==> src/rtl/match_sequencer.sv <==
// Pong match sequencer: score keeping, serve / game-over countdowns and the
// per-rally ball speed ramp around the ball engine. All outputs registered.
module match_sequencer #(
    parameter int POINT_PAUSE   = 8000,
    parameter int GAME_PAUSE    = 131071,
    parameter int HITS_PER_STEP = 4,
    parameter int WIN_SCORE     = 9
) (
    input  logic       game_clk,
    input  logic       reset_n,
    input  logic       start,
    input  logic [3:0] difficulty,
    input  logic       out_left,
    input  logic       out_right,
    input  logic       paddle_hit,
    output logic [3:0] speed,
    output logic       ball_reset,
    output logic       serve_dir,
    output logic [3:0] score_p1,
    output logic [3:0] score_p2,
    output logic [1:0] winner,
    output logic [1:0] state
);

    typedef enum logic [1:0] {
        ST_IDLE  = 2'd0,
        ST_SERVE = 2'd1,
        ST_PLAY  = 2'd2,
        ST_OVER  = 2'd3
    } state_e;

    localparam logic [16:0] POINT_LOAD = 17'(POINT_PAUSE);
    localparam logic [16:0] GAME_LOAD  = 17'(GAME_PAUSE);
    localparam logic [3:0]  HITS_C     = 4'(HITS_PER_STEP);
    localparam logic [3:0]  WIN_C      = 4'(WIN_SCORE);

    state_e      state_q, state_d;
    logic [16:0] timer_q, timer_d;
    logic [3:0]  hit_q, hit_d;
    logic [3:0]  ramp_q, ramp_d;
    logic [3:0]  score_p1_q, score_p1_d;
    logic [3:0]  score_p2_q, score_p2_d;
    logic [3:0]  speed_q, speed_d;
    logic        ball_reset_q, ball_reset_d;
    logic        serve_dir_q, serve_dir_d;
    logic [1:0]  winner_q, winner_d;

    logic [3:0]  base_speed;
    logic [3:0]  hit_inc;
    logic        timer_done;
    logic [16:0] timer_next;
    logic        ramp_room;
    logic        out_evt;
    logic [3:0]  new_score;
    logic [4:0]  rally_sum;

    // Difficulty 0 still has to move the ball once the rally is live.
    assign base_speed = (difficulty == 4'd0) ? 4'd1 : difficulty;
    assign hit_inc    = hit_q + 4'd1;
    assign timer_done = (timer_q <= 17'd1);
    assign timer_next = start ? 17'd1 : (timer_q - 17'd1);
    assign ramp_room  = (({1'b0, base_speed} + {1'b0, ramp_q}) < 5'd15);
    // ball_reset_q marks the PLAY entry cycle, in which out events are ignored.
    assign out_evt    = !ball_reset_q && (out_left || out_right);

    always_ff @(posedge game_clk or negedge reset_n) begin
        if (!reset_n) begin
            state_q      <= ST_IDLE;
            timer_q      <= 17'd0;
            hit_q        <= 4'd0;
            ramp_q       <= 4'd0;
            score_p1_q   <= 4'd0;
            score_p2_q   <= 4'd0;
            speed_q      <= 4'd0;
            ball_reset_q <= 1'b0;
            serve_dir_q  <= 1'b0;
            winner_q     <= 2'd0;
        end else begin
            state_q      <= state_d;
            timer_q      <= timer_d;
            hit_q        <= hit_d;
            ramp_q       <= ramp_d;
            score_p1_q   <= score_p1_d;
            score_p2_q   <= score_p2_d;
            speed_q      <= speed_d;
            ball_reset_q <= ball_reset_d;
            serve_dir_q  <= serve_dir_d;
            winner_q     <= winner_d;
        end
    end

    always_comb begin
        state_d      = state_q;
        timer_d      = timer_q;
        hit_d        = hit_q;
        ramp_d       = ramp_q;
        score_p1_d   = score_p1_q;
        score_p2_d   = score_p2_q;
        speed_d      = 4'd0;
        ball_reset_d = 1'b0;
        serve_dir_d  = serve_dir_q;
        winner_d     = winner_q;
        new_score    = 4'd0;
        rally_sum    = 5'd0;

        case (state_q)
            ST_IDLE: begin
                if (start) begin
                    score_p1_d = 4'd0;
                    score_p2_d = 4'd0;
                    winner_d   = 2'd0;
                    timer_d    = POINT_LOAD;
                    state_d    = ST_SERVE;
                end
            end

            ST_SERVE: begin
                if (timer_done) begin
                    state_d      = ST_PLAY;
                    ball_reset_d = 1'b1;
                end else begin
                    timer_d = timer_next;
                end
            end

            ST_PLAY: begin
                if (out_evt) begin
                    hit_d  = 4'd0;
                    ramp_d = 4'd0;
                    if (out_left) begin
                        new_score   = score_p1_q + 4'd1;
                        score_p1_d  = new_score;
                        serve_dir_d = 1'b0;
                    end else begin
                        new_score   = score_p2_q + 4'd1;
                        score_p2_d  = new_score;
                        serve_dir_d = 1'b1;
                    end
                    if (new_score == WIN_C) begin
                        winner_d = out_left ? 2'd1 : 2'd2;
                        timer_d  = GAME_LOAD;
                        state_d  = ST_OVER;
                    end else begin
                        timer_d = POINT_LOAD;
                        state_d = ST_SERVE;
                    end
                end else begin
                    if (paddle_hit) begin
                        if (hit_inc == HITS_C) begin
                            hit_d = 4'd0;
                            if (ramp_room) begin
                                ramp_d = ramp_q + 4'd1;
                            end
                        end else begin
                            hit_d = hit_inc;
                        end
                    end
                    // Speed follows the ramp including a step taken this cycle.
                    rally_sum = {1'b0, base_speed} + {1'b0, ramp_d};
                    speed_d   = (rally_sum > 5'd15) ? 4'd15 : rally_sum[3:0];
                end
            end

            ST_OVER: begin
                if (timer_done) begin
                    score_p1_d = 4'd0;
                    score_p2_d = 4'd0;
                    winner_d   = 2'd0;
                    timer_d    = POINT_LOAD;
                    state_d    = ST_SERVE;
                end else begin
                    timer_d = timer_next;
                end
            end

            default: begin
                state_d = ST_IDLE;
            end
        endcase
    end

    assign speed      = speed_q;
    assign ball_reset = ball_reset_q;
    assign serve_dir  = serve_dir_q;
    assign score_p1   = score_p1_q;
    assign score_p2   = score_p2_q;
    assign winner     = winner_q;
    assign state      = state_q;

endmodule

==> config.mk <==
export PLATFORM = sky130hd
export DESIGN_NAME = match_sequencer
export DESIGN_NICKNAME = d
export VERILOG_FILES = /design/src/rtl/match_sequencer.sv
export SDC_FILE = /design/constraint.sdc
export NUM_CORES = 1
export LEC_CHECK = 0
export BUFFER_PORTS_ARGS = -buffer_cell sky130_fd_sc_hd__buf_4
export CAP_MARGIN = 20
export CORE_UTILIZATION = 60
export CTS_CLUSTER_DIAMETER = 120
export DETAILED_ROUTE_END_ITERATION = 16
export MAX_ROUTING_LAYER = met4
export PLACE_DENSITY = 0.93
export REMOVE_ABC_BUFFERS = 1
export SLEW_MARGIN = 30
export SYNTH_ARGS = -nofsm -noshare
export SYNTH_HDL_FRONTEND = slang
export SYNTH_SLANG_ARGS = --single-unit
==> constraint.sdc <==
create_clock -name game_clk -period 10.1 [get_ports game_clk]
set_input_delay 1.515 -clock game_clk [delete_from_list [all_inputs] [get_ports game_clk]]
set_output_delay 1.515 -clock game_clk [all_outputs]
set_load 0.005 [all_outputs]
==> results summary, run 1 <==
The run finished with clean final reports. A synthesized cell averages 9.22 um^2. The sequential cell area is about 1100 um^2. The last weighted congestion value of the routability-driven placer is 0.910. Buffers added to address setup during post-CTS repair amount to 0. The post-cts repair resize count is 0.

Dividing the detail-routed wire length by the instance count gives between 15 and 20 um. The highest achievable clock rate is about 200 MHz. The final count of hold timing violations came out at 0.

The count of boundary I/O pins is 28. The via count of the first global-routing pass came out at 2451. The initial DRC count came out at 320.

STA classifies the critical path endpoint as a flip-flop. The total leakage power is 1.58 nW. The initial utilization of the core area, before any placement, comes to between 60% and 70%. The share of Yosys cell area claimed by the top area cell type is 36.5%. Counting I/O delays and the setup requirement, the final critical path takes 4.99 ns.

The die footprint came out at around 5200 um^2. The number of H-tree levels is 2. The TritonCTS sink count is 43.

The hold slack is 0.537 ns. After synthesis, the share of flip-flops with an asynchronous set or reset is 100%. At the pin with the least slew margin, the transition time is roughly 0.67 ns.

The number of optimization iterations in the first detailed-route pass is 4. The global route total overflow is 0. The number of hold buffers added after cts is 0.

The first-pass GRT wire length is approximately 11000 um. The largest clock skew in the final design came out at roughly 0.0090 ns. The die width is ~72 um. The count of port buffers added during placement is 27. The deepest clock path buffer count came out at 2. Detailed placement ended at an HPWL of between 4000 and 5000 um.

The maximum number of pins on one net before global-route repair came out at 44. The clock-pin slew on the worst setup and hold paths is 0.09 ns. The number of buffers created by CTS came out at 5. The worst endpoint data arrival time is about 5.2 ns. The fill cell instance count of the final layout came out at 350.

In the synthesized netlist, the cells that appear most often are sky130_fd_sc_hd__dfrtp_1, sky130_fd_sc_hd__nand2_1, sky130_fd_sc_hd__o21ai_0, sky130_fd_sc_hd__a21oi_1, sky130_fd_sc_hd__ha_1. The buffer type at the clock tree root is sky130_fd_sc_hd__clkbuf_8. After detailed routing, the number of vias per cell comes to between 6 and 7.

The total power density per cell area came out at approximately 240 nW/um^2. The number of endpoints failing setup at the final stage came out at 0. The antenna cell count came out at 0. The detail route stage leaves a number of antenna-violating nets equal to 0. The final route contains between 2000 and 3000 vias.

The area of the placeable core is between 4000 and 5000 um^2. The count of distinct cell types in the synthesized netlist is 62. The total count of max-transition violations in the final report is 0. The most common flop cell mapped by yosys is sky130_fd_sc_hd__dfrtp_1. TritonCTS built the clock tree. The post-synthesis instance total is 320. The share of cells above drive strength 1 came out at 14.6%. Global routing used 28.9% of the available tracks. The Yosys warning count came out at 0. Summed over all failing endpoints, the final setup total negative slack is 0 ns. The die is between 70 and 80 um tall. The synthesized design contains 0 enable-type register cells. The number of nets in the final layout came out at between 300 and 400.

The synthesized netlist occupies a cell area of 2950 um^2. The source-to-sink clock delay at the later pin of the worst-skew pair came out at between 0.3 and 0.4 ns. The worst IR drop on VDD came out at 0.154 mV.

The final layout contains routed wiring with a total length of 6700 um. The number of max-capacitance violations reported came out at 0. The critical setup path kind is primary input to flip-flop. Row generation in the floorplan step produced 25 rows. The tightest min-delay check is of the flip-flop to flip-flop type. The number of remaining DRC errors came out at 0.

sky130_fd_sc_hd__dfrtp_1 takes more of the synthesized area than any other cell. The endpoint required time on the critical path came out at a little over 10 ns. The footprint of the multi-input gates is ~1700 um^2. The growth of design area from synthesis to finish is 12.3%.

Along the worst path, the maximum fanout reaches 11. The category of the worst setup path launch point is a primary input. The dominant cell by count in the synthesized netlist is sky130_fd_sc_hd__dfrtp_1. The initial antenna violation count is 0. In the post-synthesis netlist, the biggest area contributors are sky130_fd_sc_hd__dfrtp_1, sky130_fd_sc_hd__ha_1, sky130_fd_sc_hd__o21ai_0, sky130_fd_sc_hd__nand2_1, sky130_fd_sc_hd__a21oi_1. Setup repair after global routing left no endpoint under its margin. The share of synthesized area occupied by flip-flops and latches is between 30% and 40%. The synthesized flop and latch total is 43. The share of the clock period used by the worst path after layout is roughly half. The worst slew slack as a fraction of its limit is 54.9%.
[registers in the layout (all words and copies together) (netlist names)]
| name | flops |
|---|---|
| winner | 2 |
| state | 2 |
| score_p2 | 4 |
| timer_q | 17 |
| ball_reset | 1 |
| serve_dir | 1 |
| ramp_q | 4 |
| speed | 4 |
| score_p1 | 4 |
| hit_q | 4 |
[metrics by stage]
step	utilization, %	instances	instance area [um^2]	power (mW)	setup slack [ns]
2_1_floorplan	-	307	2880	0.522	5.01
3_3_place_gp	67.1	402	3170	0.611	4.62
3_5_place_dp	67.2	402	3180	0.626	4.79
4_1_cts	70.1	410	3310	0.792	5.13
5_1_grt	70.1	410	3310	0.856	4.97
6_report	70.1	410	3310	0.796	5.11
[final timing paths]
check                                   start  slack, ns  cells after the start          to
max in group asynchronous             reset_n       8.52                      1  ball_reset
worst min register to register      serve_dir       0.54                      1   serve_dir
worst max register to register      ramp_q[0]       6.29                      9    speed[1]
worst max-delay path            difficulty[1]       5.11                     12    speed[1]
worst min-delay path                serve_dir       0.54                      1   serve_dir
min in group asynchronous             reset_n       1.17                      1    hit_q[2]
[layout make-up]
type / count / area share [%]
clock buffer: 5 / 2.08
inverter: 16 / 1.81
clock inverter: 3 / 2.04
tap: 67 / 2.53
sequential: 43 / 32.5
multi-input combinational: 248 / 52.7
timing repair buffer: 28 / 6.35
[worst max-delay path, cell delays in order]
cell                       delay (ns)
sky130_fd_sc_hd__buf_4           0.13
sky130_fd_sc_hd__nor3_1          0.06
sky130_fd_sc_hd__or2_2           0.29
sky130_fd_sc_hd__ha_1            0.22
sky130_fd_sc_hd__fa_1            0.44
sky130_fd_sc_hd__o41a_1          0.46
sky130_fd_sc_hd__a211oi_2        0.59
sky130_fd_sc_hd__mux2_2          0.44
sky130_fd_sc_hd__fa_1            0.44
sky130_fd_sc_hd__a21o_1          0.19
sky130_fd_sc_hd__a21oi_1         0.27
sky130_fd_sc_hd__a21oi_1         0.12
[logic make-up (layout without fill, tap and decap cells)]
kind of cell / count (synthesis) / count (layout) / synth area share, %
xor+xnor: 7 / 7 / 2.08
flops: 43 / 43 / 36.5
fa+ha+maj: 22 / 22 / 9.84
compound gates: 108 / 108 / 25.5
simple gates: 108 / 108 / 20.6
buf+inv: 29 / 52 / 4.50
mux: 3 / 3 / 1.06
[placed cells by master, fill, tap and decap left out, types with 6 or more instances in the layout]
cell type,netlist,routed
sky130_fd_sc_hd__dfrtp_1,43,43
sky130_fd_sc_hd__nand2_1,30,30
sky130_fd_sc_hd__buf_4,0,28
sky130_fd_sc_hd__o21ai_0,25,25
sky130_fd_sc_hd__a21oi_1,20,20
sky130_fd_sc_hd__ha_1,20,20
sky130_fd_sc_hd__nor2_1,19,19
sky130_fd_sc_hd__inv_1,16,16
sky130_fd_sc_hd__a21o_1,10,10
sky130_fd_sc_hd__nand3_1,9,9
sky130_fd_sc_hd__nand2b_1,6,6
sky130_fd_sc_hd__a31oi_1,6,6
sky130_fd_sc_hd__and3_1,6,6
sky130_fd_sc_hd__a22o_1,6,6
[where the power goes]
part           internal, mW  switching, mW  leakage, nW
combinational         0.142          0.218        0.943
clock                0.0986         0.0628       0.0644
sequential            0.214         0.0602        0.577
[layer usage]
| metal | track usage, % | vias up | wire, um |
|---|---|---|---|
| met5 | - | - | 0 |
| met4 | 10.0 | 0 | 87 |
| met3 | 6.25 | 13 | 361 |
| met2 | 46.0 | 114 | 3240 |
| met1 | 36.6 | 1237 | 3010 |
| li1 | - | 1236 | - |
Power figures use the tool's default switching activity.
==> inputs of run 2 (changes only) <==
clock period = 5 ns   (was 10.1 ns; I/O delays follow)
==> run 2 against run 1 <==
Compared with the run above:
- global-route usage barely moved
- routed wire length shrank 1.2%
- total power grew 96%
- first-iteration DRC count is 20% lower
- count of clock-buffer cells in the layout increased by 1
- non-clock buffer count increased by 1
- combinational power rose by 100%
- clock skew is 0.0016 ns higher
- core utilization down 0.34 points
- final cell count grew 0.24%
- die area did not move
==> results summary, run 2 (synthesis gave the netlist of run 1 again) <==
Once detail routing completed, the nets flagged for antenna violations numbered 0. The number of flip-flops in the largest register came out at 17. The number of buffers created by CTS is 5.

The final critical path takes up about four fifths of the cycle. The number of max-capacitance violations reported is 0. The HPWL reported at the end of detailed placement came out at between 4000 and 5000 um. TritonCTS built the clock tree. The worst slew slack as a fraction of its limit is 57.5%.

The type of the tightest min-delay check is primary input to asynchronous set/reset pin. The worst register-to-register path ends at speed[2]. The worst-case IR drop observed on VDD is 0.313 mV. Buffers inserted to repair hold after CTS numbered 0.

The largest individual stage delay along the critical path comes from the cell sky130_fd_sc_hd__fa_1. The standard-cell row count came out at 25. The first-pass GRT wire length came out at approximately 11000 um.

On the final layout, the worst hold slack is ~0.43 ns. The placed standard-cell area came out at roughly 3200 um^2. The post-detailed-route via-to-cell ratio came out at around 6.4.

The starting density of the core came out at 62.4%. The number of buffers and inverters on the critical path is 2. The count of boundary I/O pins came out at 28. The largest stage delay on the critical path came out at ~0.44 ns. For this run, design rule violations remaining after detail routing come to 0. The count of port buffers added during placement is 27. The floorplan step set the die width to between 70 and 80 um.

The kind of cell with the highest combined delay along the critical path is compound AO/OA/AOI/OAI gates. The depth of the critical timing path with buffers and inverters included is 13. The share of cells above drive strength 1 is 14.5%.

The total number of vias is ~2600. The initial DRC count came out at approximately 260. The setup slack of the worst register-to-register path came out at 1.47 ns. The height of the die came out at just over 70 um.

In this run the standard cell core region covers 4720 um^2. Traced cell by cell, the critical path runs through buf_4, nor3_1, or2_2, ha_1, fa_1, o41a_1, a211oi_1, buf_4, mux2_2, fa_1, a21o_1, a21oi_1, a21oi_1. The library cell used most frequently in the layout, excluding fill and tap cells, is sky130_fd_sc_hd__dfrtp_1. The category of the worst setup path launch point is a primary input. The source-to-sink clock delay at the later pin of the worst-skew pair came out at ~0.30 ns. For the worst setup path, the data arrival time is between 4 and 5 ns.

Once the clock tree was built, the setup fixing pass inserted 0 buffers. The tree built by TritonCTS fans out to 43 sinks. The number of endpoints failing setup at the final stage came out at 0. The element type at the critical path end is a flip-flop. Setup repair after global routing left no endpoint under its margin. The last weighted congestion value of the routability-driven placer came out at between 0.9 and 1. In the layout the commonest cells are sky130_fd_sc_hd__dfrtp_1, sky130_fd_sc_hd__nand2_1, sky130_fd_sc_hd__buf_4. The buffer type at the clock tree root is sky130_fd_sc_hd__clkbuf_8. The total wirelength of the detailed-routed design is between 6000 and 7000 um. For this run the aggregate overflow at the end of global routing stands at 0. The total power density per cell area is between 400 and 500 nW/um^2. The total count of max-transition violations in the final report is 0.

The average wire per standard cell is 16.1 um. The initial antenna violation count was 0. The finished cells cover approximately 3300 um^2.

The antenna cell count came out at 0. The total design power came out at 1.56 mW. For the final routed database, the setup TNS stands at 0 ns. The worst reg2reg path startpoint is ramp_q[0]. The fill cell instance count of the final layout is 351.

The final count of hold timing violations came out at 0. The number of H-tree levels came out at 2. Entering global routing, the biggest net connects 44 pins. Once the clock tree was built, the resizer swapped 0 gates to a different size.

The total leakage power came out at between 1.5 and 2 nW. For the worst flop-to-flop path, the logic depth is 10. The number of optimization iterations in the first detailed-route pass came out at 5. After the last flow step, the layout net total stands at around 380. The maximum fanout along the worst path came out at 11. The die footprint is approximately 5200 um^2.

The worst setup path is of the primary input to flip-flop kind. The flow ran to the end, and the final reports show no timing, DRC or antenna violations. The final critical delay including setup and external delays is ~3.9 ns.

The largest clock skew in the final design is between 0.01 and 0.015 ns. The highest achievable clock rate came out at around 250 MHz. The clock-pin slew on the worst setup and hold paths came out at ~0.09 ns. For the pin with the worst max-slew slack, the measured transition is ~0.64 ns. The growth of design area from synthesis to finish came out at 11.8%. The overall track demand over capacity in global routing is 28.9%.

timer_q holds more flip-flops than any other register. The endpoint required time on the critical path came out at between 5 and 6 ns. The deepest clock path buffer count came out at 2. The via count of the first global-routing pass was 2503.
==> run 2: routing by layer <==
layer	global-route usage (%)	share of wire (%)	vias up	wire, um
li1	-	-	1246	-
met2	45.8	48	99	3170
met1	37.7	45	1276	2960
met4	11.3	1.4	0	91
met3	4.03	6.0	11	399
met5	-	0	-	0
==> run 2: worst max path at each step <==
stage	start	endpoint	slack, ns
global route	difficulty[1]	speed[3]	0.88
CTS	difficulty[1]	speed[2]	1.04
finish	difficulty[1]	speed[2]	1.05
global placement	difficulty[1]	speed[1]	0.83
floorplan	difficulty[1]	speed[0]	0.67
detailed placement	difficulty[1]	speed[2]	0.73
==> run 2: through the flow <==
| step | setup WS (ns) | instances | util [%] |
|---|---|---|---|
| 2_1_floorplan | 0.671 | 307 | - |
| 3_3_place_gp | 0.832 | 403 | 67.3 |
| 3_5_place_dp | 0.727 | 403 | 67.3 |
| 4_1_cts | 1.04 | 411 | 69.8 |
| 5_1_grt | 0.883 | 411 | 69.8 |
| 6_report | 1.05 | 411 | 69.8 |
==> run 2: report_power, final <==
| group | switching, mW | internal, mW |
|---|---|---|
| logic | 0.436 | 0.288 |
| registers | 0.122 | 0.432 |
| clock network | 0.122 | 0.162 |
| total | 0.680 | 0.882 |
==> run 2: area by class of cell <==
cell class | instances | area (um^2) | share of cell area [%]
inverter | 16 | 60.1 | 1.82
clock inverter | 2 | 35.0 | 1.06
clock buffer | 6 | 82.6 | 2.51
timing repair buffer | 29 | 218 | 6.61
multi-input combinational | 248 | 1740 | 52.8
tap | 67 | 83.8 | 2.54
sequential | 43 | 1080 | 32.6
